### src/rtl/mem_wb_stage.sv
// ---------------------------------------------------------------------------
// mem_wb_stage
//
// Final (memory/writeback) pipeline stage of the 16-bit WISC CPU.
// Accepts a retiring instruction from the EX/MEM boundary, waits for a
// variable-latency data-memory return when the instruction is a load,
// selects the writeback value and drives the register-file write port.
// While a load is outstanding the stage back-pressures upstream. If memory
// never answers within MEM_TIMEOUT cycles the load is abandoned and a
// sticky error is raised.
//
// Handshake: an instruction is captured on a rising edge exactly when
// ex_valid=1, flush=0 and wb_stall=0 in that cycle. Upstream must hold the
// same instruction on its ex_* inputs for as long as wb_stall=1.
// mem_rvalid is a one-cycle qualifier for mem_rdata. It is only honoured
// while a load is held.
//
// Ports:
//   clk, rst                   clock (rising edge), async active-high reset
//   ex_valid                   upstream presents a retiring instruction
//   ex_dst_reg[3:0]            destination register ID
//   ex_reg_write               instruction writes a register
//   ex_mem_to_reg              instruction is a load
//   ex_pc_to_reg               instruction writes PC+2 (ignored for loads)
//   ex_alu_result[15:0]        ALU result
//   ex_pc_next[15:0]           PC+2 of the instruction
//   flush                      squash the instruction presented this cycle
//   mem_rdata[15:0]            load data
//   mem_rvalid                 mem_rdata valid this cycle
//   wb_stall                   upstream must hold its instruction
//   DstReg[3:0]                register-file destination ID
//   WriteReg                   register-file write enable
//   DstData[15:0]              register-file write data
//   mem_err                    sticky load-timeout error
//   o_dbg_state[1:0]           current FSM state (0=IDLE 1=COMMIT 2=WAIT_MEM)
// ---------------------------------------------------------------------------
module mem_wb_stage #(
    parameter int MEM_TIMEOUT = 15,
    parameter int CNT_W       = 8
) (
    input  logic        clk,
    input  logic        rst,
    input  logic        ex_valid,
    input  logic [3:0]  ex_dst_reg,
    input  logic        ex_reg_write,
    input  logic        ex_mem_to_reg,
    input  logic        ex_pc_to_reg,
    input  logic [15:0] ex_alu_result,
    input  logic [15:0] ex_pc_next,
    input  logic        flush,
    input  logic [15:0] mem_rdata,
    input  logic        mem_rvalid,
    output logic        wb_stall,
    output logic [3:0]  DstReg,
    output logic        WriteReg,
    output logic [15:0] DstData,
    output logic        mem_err,
    output logic [1:0]  o_dbg_state
);

    typedef enum logic [1:0] {
        S_IDLE     = 2'd0,
        S_COMMIT   = 2'd1,
        S_WAIT_MEM = 2'd2
    } state_t;

    // Counter value during the last WAIT_MEM cycle before abandoning the load.
    localparam logic [CNT_W-1:0] C_CNT_LAST = CNT_W'(MEM_TIMEOUT - 1);

    state_t            r_state;
    state_t            w_state_next;

    logic [3:0]        r_dst;
    logic              r_reg_write;
    logic              r_pc_to_reg;
    logic [15:0]       r_alu_result;
    logic [15:0]       r_pc_next;
    logic [CNT_W-1:0]  r_cnt;
    logic              r_err;
    logic [3:0]        r_last_dst;
    logic [15:0]       r_last_data;

    logic              w_in_wait;
    logic              w_stall;
    logic              w_capture;
    logic              w_fire;
    logic              w_write;
    logic              w_timeout;
    logic [15:0]       w_result;

    // -----------------------------------------------------------------------
    // Datapath / control decode
    // -----------------------------------------------------------------------
    always_comb begin
        w_in_wait = (r_state == S_WAIT_MEM);
        w_stall   = w_in_wait & ~mem_rvalid;
        w_capture = ex_valid & ~flush & ~w_stall;
        // A held instruction retires this cycle: non-loads always, loads only
        // when the data arrives.
        w_fire    = (r_state == S_COMMIT) | (w_in_wait & mem_rvalid);
        w_write   = w_fire & r_reg_write & (r_dst != 4'd0);
        // Data arriving on the last allowed cycle wins over the timeout.
        w_timeout = w_in_wait & ~mem_rvalid & (r_cnt == C_CNT_LAST);
        // Load data is passed straight through so the write lands in the
        // same cycle mem_rvalid arrives.
        w_result  = w_in_wait ? mem_rdata
                              : (r_pc_to_reg ? r_pc_next : r_alu_result);
    end

    // -----------------------------------------------------------------------
    // Next-state logic
    // -----------------------------------------------------------------------
    always_comb begin
        w_state_next = r_state;
        case (r_state)
            S_IDLE, S_COMMIT: begin
                if (w_capture)
                    w_state_next = ex_mem_to_reg ? S_WAIT_MEM : S_COMMIT;
                else
                    w_state_next = S_IDLE;
            end
            S_WAIT_MEM: begin
                if (mem_rvalid) begin
                    if (w_capture)
                        w_state_next = ex_mem_to_reg ? S_WAIT_MEM : S_COMMIT;
                    else
                        w_state_next = S_IDLE;
                end else if (w_timeout) begin
                    w_state_next = S_IDLE;
                end
            end
            default: w_state_next = S_IDLE;
        endcase
    end

    // -----------------------------------------------------------------------
    // State register
    // -----------------------------------------------------------------------
    always_ff @(posedge clk or posedge rst) begin
        if (rst)
            r_state <= S_IDLE;
        else
            r_state <= w_state_next;
    end

    // -----------------------------------------------------------------------
    // Captured instruction fields
    // -----------------------------------------------------------------------
    always_ff @(posedge clk or posedge rst) begin
        if (rst) begin
            r_dst        <= 4'd0;
            r_reg_write  <= 1'b0;
            r_pc_to_reg  <= 1'b0;
            r_alu_result <= 16'd0;
            r_pc_next    <= 16'd0;
        end else if (w_capture) begin
            r_dst        <= ex_dst_reg;
            r_reg_write  <= ex_reg_write;
            r_pc_to_reg  <= ex_pc_to_reg;
            r_alu_result <= ex_alu_result;
            r_pc_next    <= ex_pc_next;
        end
    end

    // -----------------------------------------------------------------------
    // Timeout counter and sticky error
    // -----------------------------------------------------------------------
    always_ff @(posedge clk or posedge rst) begin
        if (rst) begin
            r_cnt <= '0;
            r_err <= 1'b0;
        end else begin
            // Counts only while still waiting; clears on data or timeout.
            if (w_stall && !w_timeout)
                r_cnt <= r_cnt + 1'b1;
            else
                r_cnt <= '0;
            if (w_timeout)
                r_err <= 1'b1;
        end
    end

    // -----------------------------------------------------------------------
    // Last issued write, so DstReg/DstData hold while WriteReg=0
    // -----------------------------------------------------------------------
    always_ff @(posedge clk or posedge rst) begin
        if (rst) begin
            r_last_dst  <= 4'd0;
            r_last_data <= 16'd0;
        end else if (w_write) begin
            r_last_dst  <= r_dst;
            r_last_data <= w_result;
        end
    end

    assign wb_stall    = w_stall;
    assign WriteReg    = w_write;
    assign DstReg      = w_write ? r_dst    : r_last_dst;
    assign DstData     = w_write ? w_result : r_last_data;
    assign mem_err     = r_err;
    assign o_dbg_state = r_state;

endmodule

### config.mk
export PLATFORM = sky130hd
export DESIGN_NAME = mem_wb_stage
export DESIGN_NICKNAME = d
export VERILOG_FILES = /design/src/rtl/mem_wb_stage.sv
export SDC_FILE = /design/constraint.sdc
export NUM_CORES = 1
export LEC_CHECK = 0
export ABC_AREA = 0
export BUFFER_PORTS_ARGS = -buffer_cell sky130_fd_sc_hd__buf_2
export CAP_MARGIN = 20
export CORE_MARGIN = 2
export CORE_UTILIZATION = 25
export DETAILED_ROUTE_END_ITERATION = 16
export GPL_TIMING_DRIVEN = 0
export SETUP_SLACK_MARGIN = 0.05
export SYNTH_ARGS = -nofsm -noshare
export SYNTH_HDL_FRONTEND = slang
export SYNTH_SLANG_ARGS = --single-unit
export TNS_END_PERCENT = 100
### constraint.sdc
create_clock -name clk -period 6.9 [get_ports clk]
set_input_delay 1.38 -clock clk [delete_from_list [all_inputs] [get_ports clk]]
set_output_delay 1.38 -clock clk [all_outputs]
set_load 0.005 [all_outputs]
==> out/results.txt <==
The logs give 11.85 mm for the first-pass GRT wire length and 491 for the post-route non-filler standard cell count. The area added between synthesis and finish is 28.33%. The top cell types in the final layout, fill and taps aside, are buf_2 (88), mux2_2 (70), dfrtp_1 (69). The total vias in the final route came out at 2050. The run finished with clean final reports.

For the number of antenna-violating nets in the routed design, the log shows 0. For the setup total negative slack, the log shows 0 ps. The worst max-slew margin expressed relative to the limit is 40.42%, and the total power divided by cell area is 313.5 nW/um2. Post-synthesis instance total: 220. The final antenna diode count was 0; the placed wire-length estimate was 4.970 mm. The number of fillers in the final layout is 1287. The utilization of the core after routing is 32.79%. Leaving out fill and tap cells, the most frequent cell in the layout is buf_2. The height of the die works out to 117.6 um.

The post-cts gate resize count is 0, and the share of flip-flops with an asynchronous set or reset is 100.0%. The number of DRC violations after detailed routing was 0; the worst stage delay on the critical path was 410 ps. OpenSTA, run right after detailed placement, puts the worst setup slack at 2781 ps.

Cell at the slowest stage of the critical path: mux2_2. Primary flip-flop cell chosen by synthesis mapping: dfrtp_1. The startpoint identified for the worst hold timing path is mem_err.

The tools report the final estimated routing congestion in global placement as 0.6795. The run gives 1373 um2 as the multi-input logic area. The initial antenna violation count was 0; the register cell area after layout was 1727 um2. The number of clock buffers added by TritonCTS is 9. In the global route stage, met2 resource usage came out at 17.47%. The critical path is of the in2out type. Setup violations remaining at the end of the flow were counted as 0. The die is 117.6 um wide.

The final hold violation count was 0; the wire length per cell was 14.62 um. Once the floorplan was initialized, standard cells occupied 25.55% of the core. Across the VDD grid, the largest voltage drop is 106.1 uV. The tools report the number of distinct library cell variants in the gate-level netlist after synthesis as 34.

The tools report the standby leakage power as 1.868 nW. The total of buffers placed on input and output ports was 84. Post-CTS timing repair inserted 0 buffers for setup. For met3 alone, demand over resource in global routing was 4.457%.

The maximum number of pins on one net before global-route repair was 70; the count of placed standard cells including taps was 476. In this run the register-to-register setup slack is 4720 ps. The largest registers in the layout are r_alu_result (16), r_last_data (16), r_pc_next (16).

For the number of buffers between clock root and the deepest sink, the log shows 2. The clock-pin slew on the worst setup and hold paths works out to 50 ps. For the pin with the worst max-slew slack, the measured transition is 893.7 ps. The final net count came out at 377.

The final worst-path cycle share came out at 58.90%. Using the TritonRoute via totals, the vias-per-cell ratio works out to 4.175. The tools report the worst-case setup margin in the final layout as 2836 ps. The tools report the number of max-slew violations in the final report as 0. The clock net in this run drives a total of 69 sinks. The run gives 53.55% as the part of the Yosys area used for sequential elements. Yosys mapped a number of flops with a built-in enable equal to 0. The signal on the critical path passes through buf_2 > nand3b_1 > a21oi_1 > buf_2 > mux2_2 > buf_2.

After clock tree synthesis, the flow added hold-fix buffers numbering 0. Sort of element at the end of the critical path: a primary output. Global routing used 11.19% of the available tracks across all layers. In this run the cell area of the synthesized design comes to 3224 um2. The combined buffer and inverter count along the critical path came out at 3. Setup repair after global routing left no endpoint under its margin. The first TritonRoute pass finished after 4 iterations. The run gives 2680 ps as the data arrival time of the worst path.

Kind of start point of the critical path: an input pin. The placed instances occupy a cell area of 3862 um2. The layer flagged by global routing as most heavily used is met2. The category of cells accounting for the largest share of critical-path delay is buffers and inverters.

The endpoint required time on the critical path is 5520 ps, and the number of H-tree levels is 3. In this run the worst hold path is classified as reg2reg. After routing the design area is 4138 um2. The design draws 1.297 mW.

The worst register-to-register path begins at r_pc_to_reg. The area enclosed by the die boundary was 13820 um2; the worst hold margin was 447.7 ps. Initial DRC count: 56.

In the final layout, the share of cells above drive strength 1 is 62.38%. Wires add up to 7.180 mm. TritonCTS built the clock tree. After floorplanning, the core was divided into 41 placement rows. Based on the critical path, the design can be clocked at up to 246.1 MHz. In this run, synthesis produced a sequential element count of 69.

For the final database, setup skew stands at 9.344 ps. After synthesis, the mean cell area works out to 14.66 um2. During synthesis, Yosys emitted a total of 0 warnings. The later pin in the worst-skew pair is clocked with a latency of 330 ps. The fraction of met1 tracks used by global routing was 14.09%. The tools report the clock root buffer master as clkbuf_16. The clock period minus worst slack works out to 4064 ps. The via count of the first global-routing pass was 2229. Cell repeated most along the worst path: buf_2.

The tool flagged a number of max-cap violations equal to 0. In this run the worst path has a maximum fanout of 10. The placeable core area was 12620 um2; the I/O pin count was 85.

Counting every net in the synthesized netlist gives 282. In this run the worst setup path begins at mem_rvalid. The total overflow reported by the global router is 0.
-- cell type report --
class,count,area share (%)
buffer,11,2.449
clock buffer,13,5.806
clock inverter,2,0.8467
inverter,5,0.6350
multi-input combinational,135,33.17
sequential,69,41.73
tap,172,5.201
timing repair buffer,84,10.16
-- metal layers --
metal	wire [um]	up-vias
li1	-	979
met1	3434	1008
met2	3265	57
met3	381	6
met4	99	0
met5	0	-
-- synthesized netlist by cell type, types with 2 or more instances --
| library cell | count | share of area, % |
|---|---|---|
| a21oi_1 | 7 | 1.1 |
| buf_12 | 2 | 1.2 |
| buf_2 | 4 | 0.62 |
| buf_6 | 3 | 1.0 |
| clkbuf_1 | 2 | 0.23 |
| dfrtp_1 | 69 | 54 |
| ha_1 | 2 | 0.78 |
| inv_1 | 4 | 0.47 |
| mux2_2 | 70 | 24 |
| mux2_4 | 20 | 9.3 |
| nand2_1 | 5 | 0.58 |
| nand2b_1 | 5 | 0.97 |
| nand3_1 | 2 | 0.31 |
| nor2_1 | 2 | 0.23 |
| o21ai_0 | 2 | 0.31 |
| o31ai_1 | 2 | 0.47 |
| or3_1 | 2 | 0.39 |
-- power by group --
part	internal, mW	total (mW)	switching, mW
clock network	0.278	0.441	0.164
registers	0.504	0.539	0.0352
logic	0.195	0.317	0.123
total	0.976	1.30	0.322
-- worst paths after layout --
kind / to / cells after the start
worst max-delay path: DstData[15] / 6
worst min-delay path: mem_err / 1
worst max register to register: r_last_data[12] / 5
worst min register to register: mem_err / 1
max in group asynchronous: r_last_data[4] / 2
min in group asynchronous: r_cnt[6] / 2
-- logic make-up (layout without fill, tap and decap cells) --
kind of cell             after synthesis  in the layout  share of synthesized area (%)
buffers and inverters                 16            115                          3.880
AO/OA/AOI/OAI                         17             17                          3.337
multiplexers                          90             90                          33.76
adder cells (fa/ha/maj)                2              2                         0.7760
flip-flops                            69             69                          53.55
AND/OR/NAND/NOR                       26             26                          4.696
Note: power is estimated with default switching activity, not from simulation.
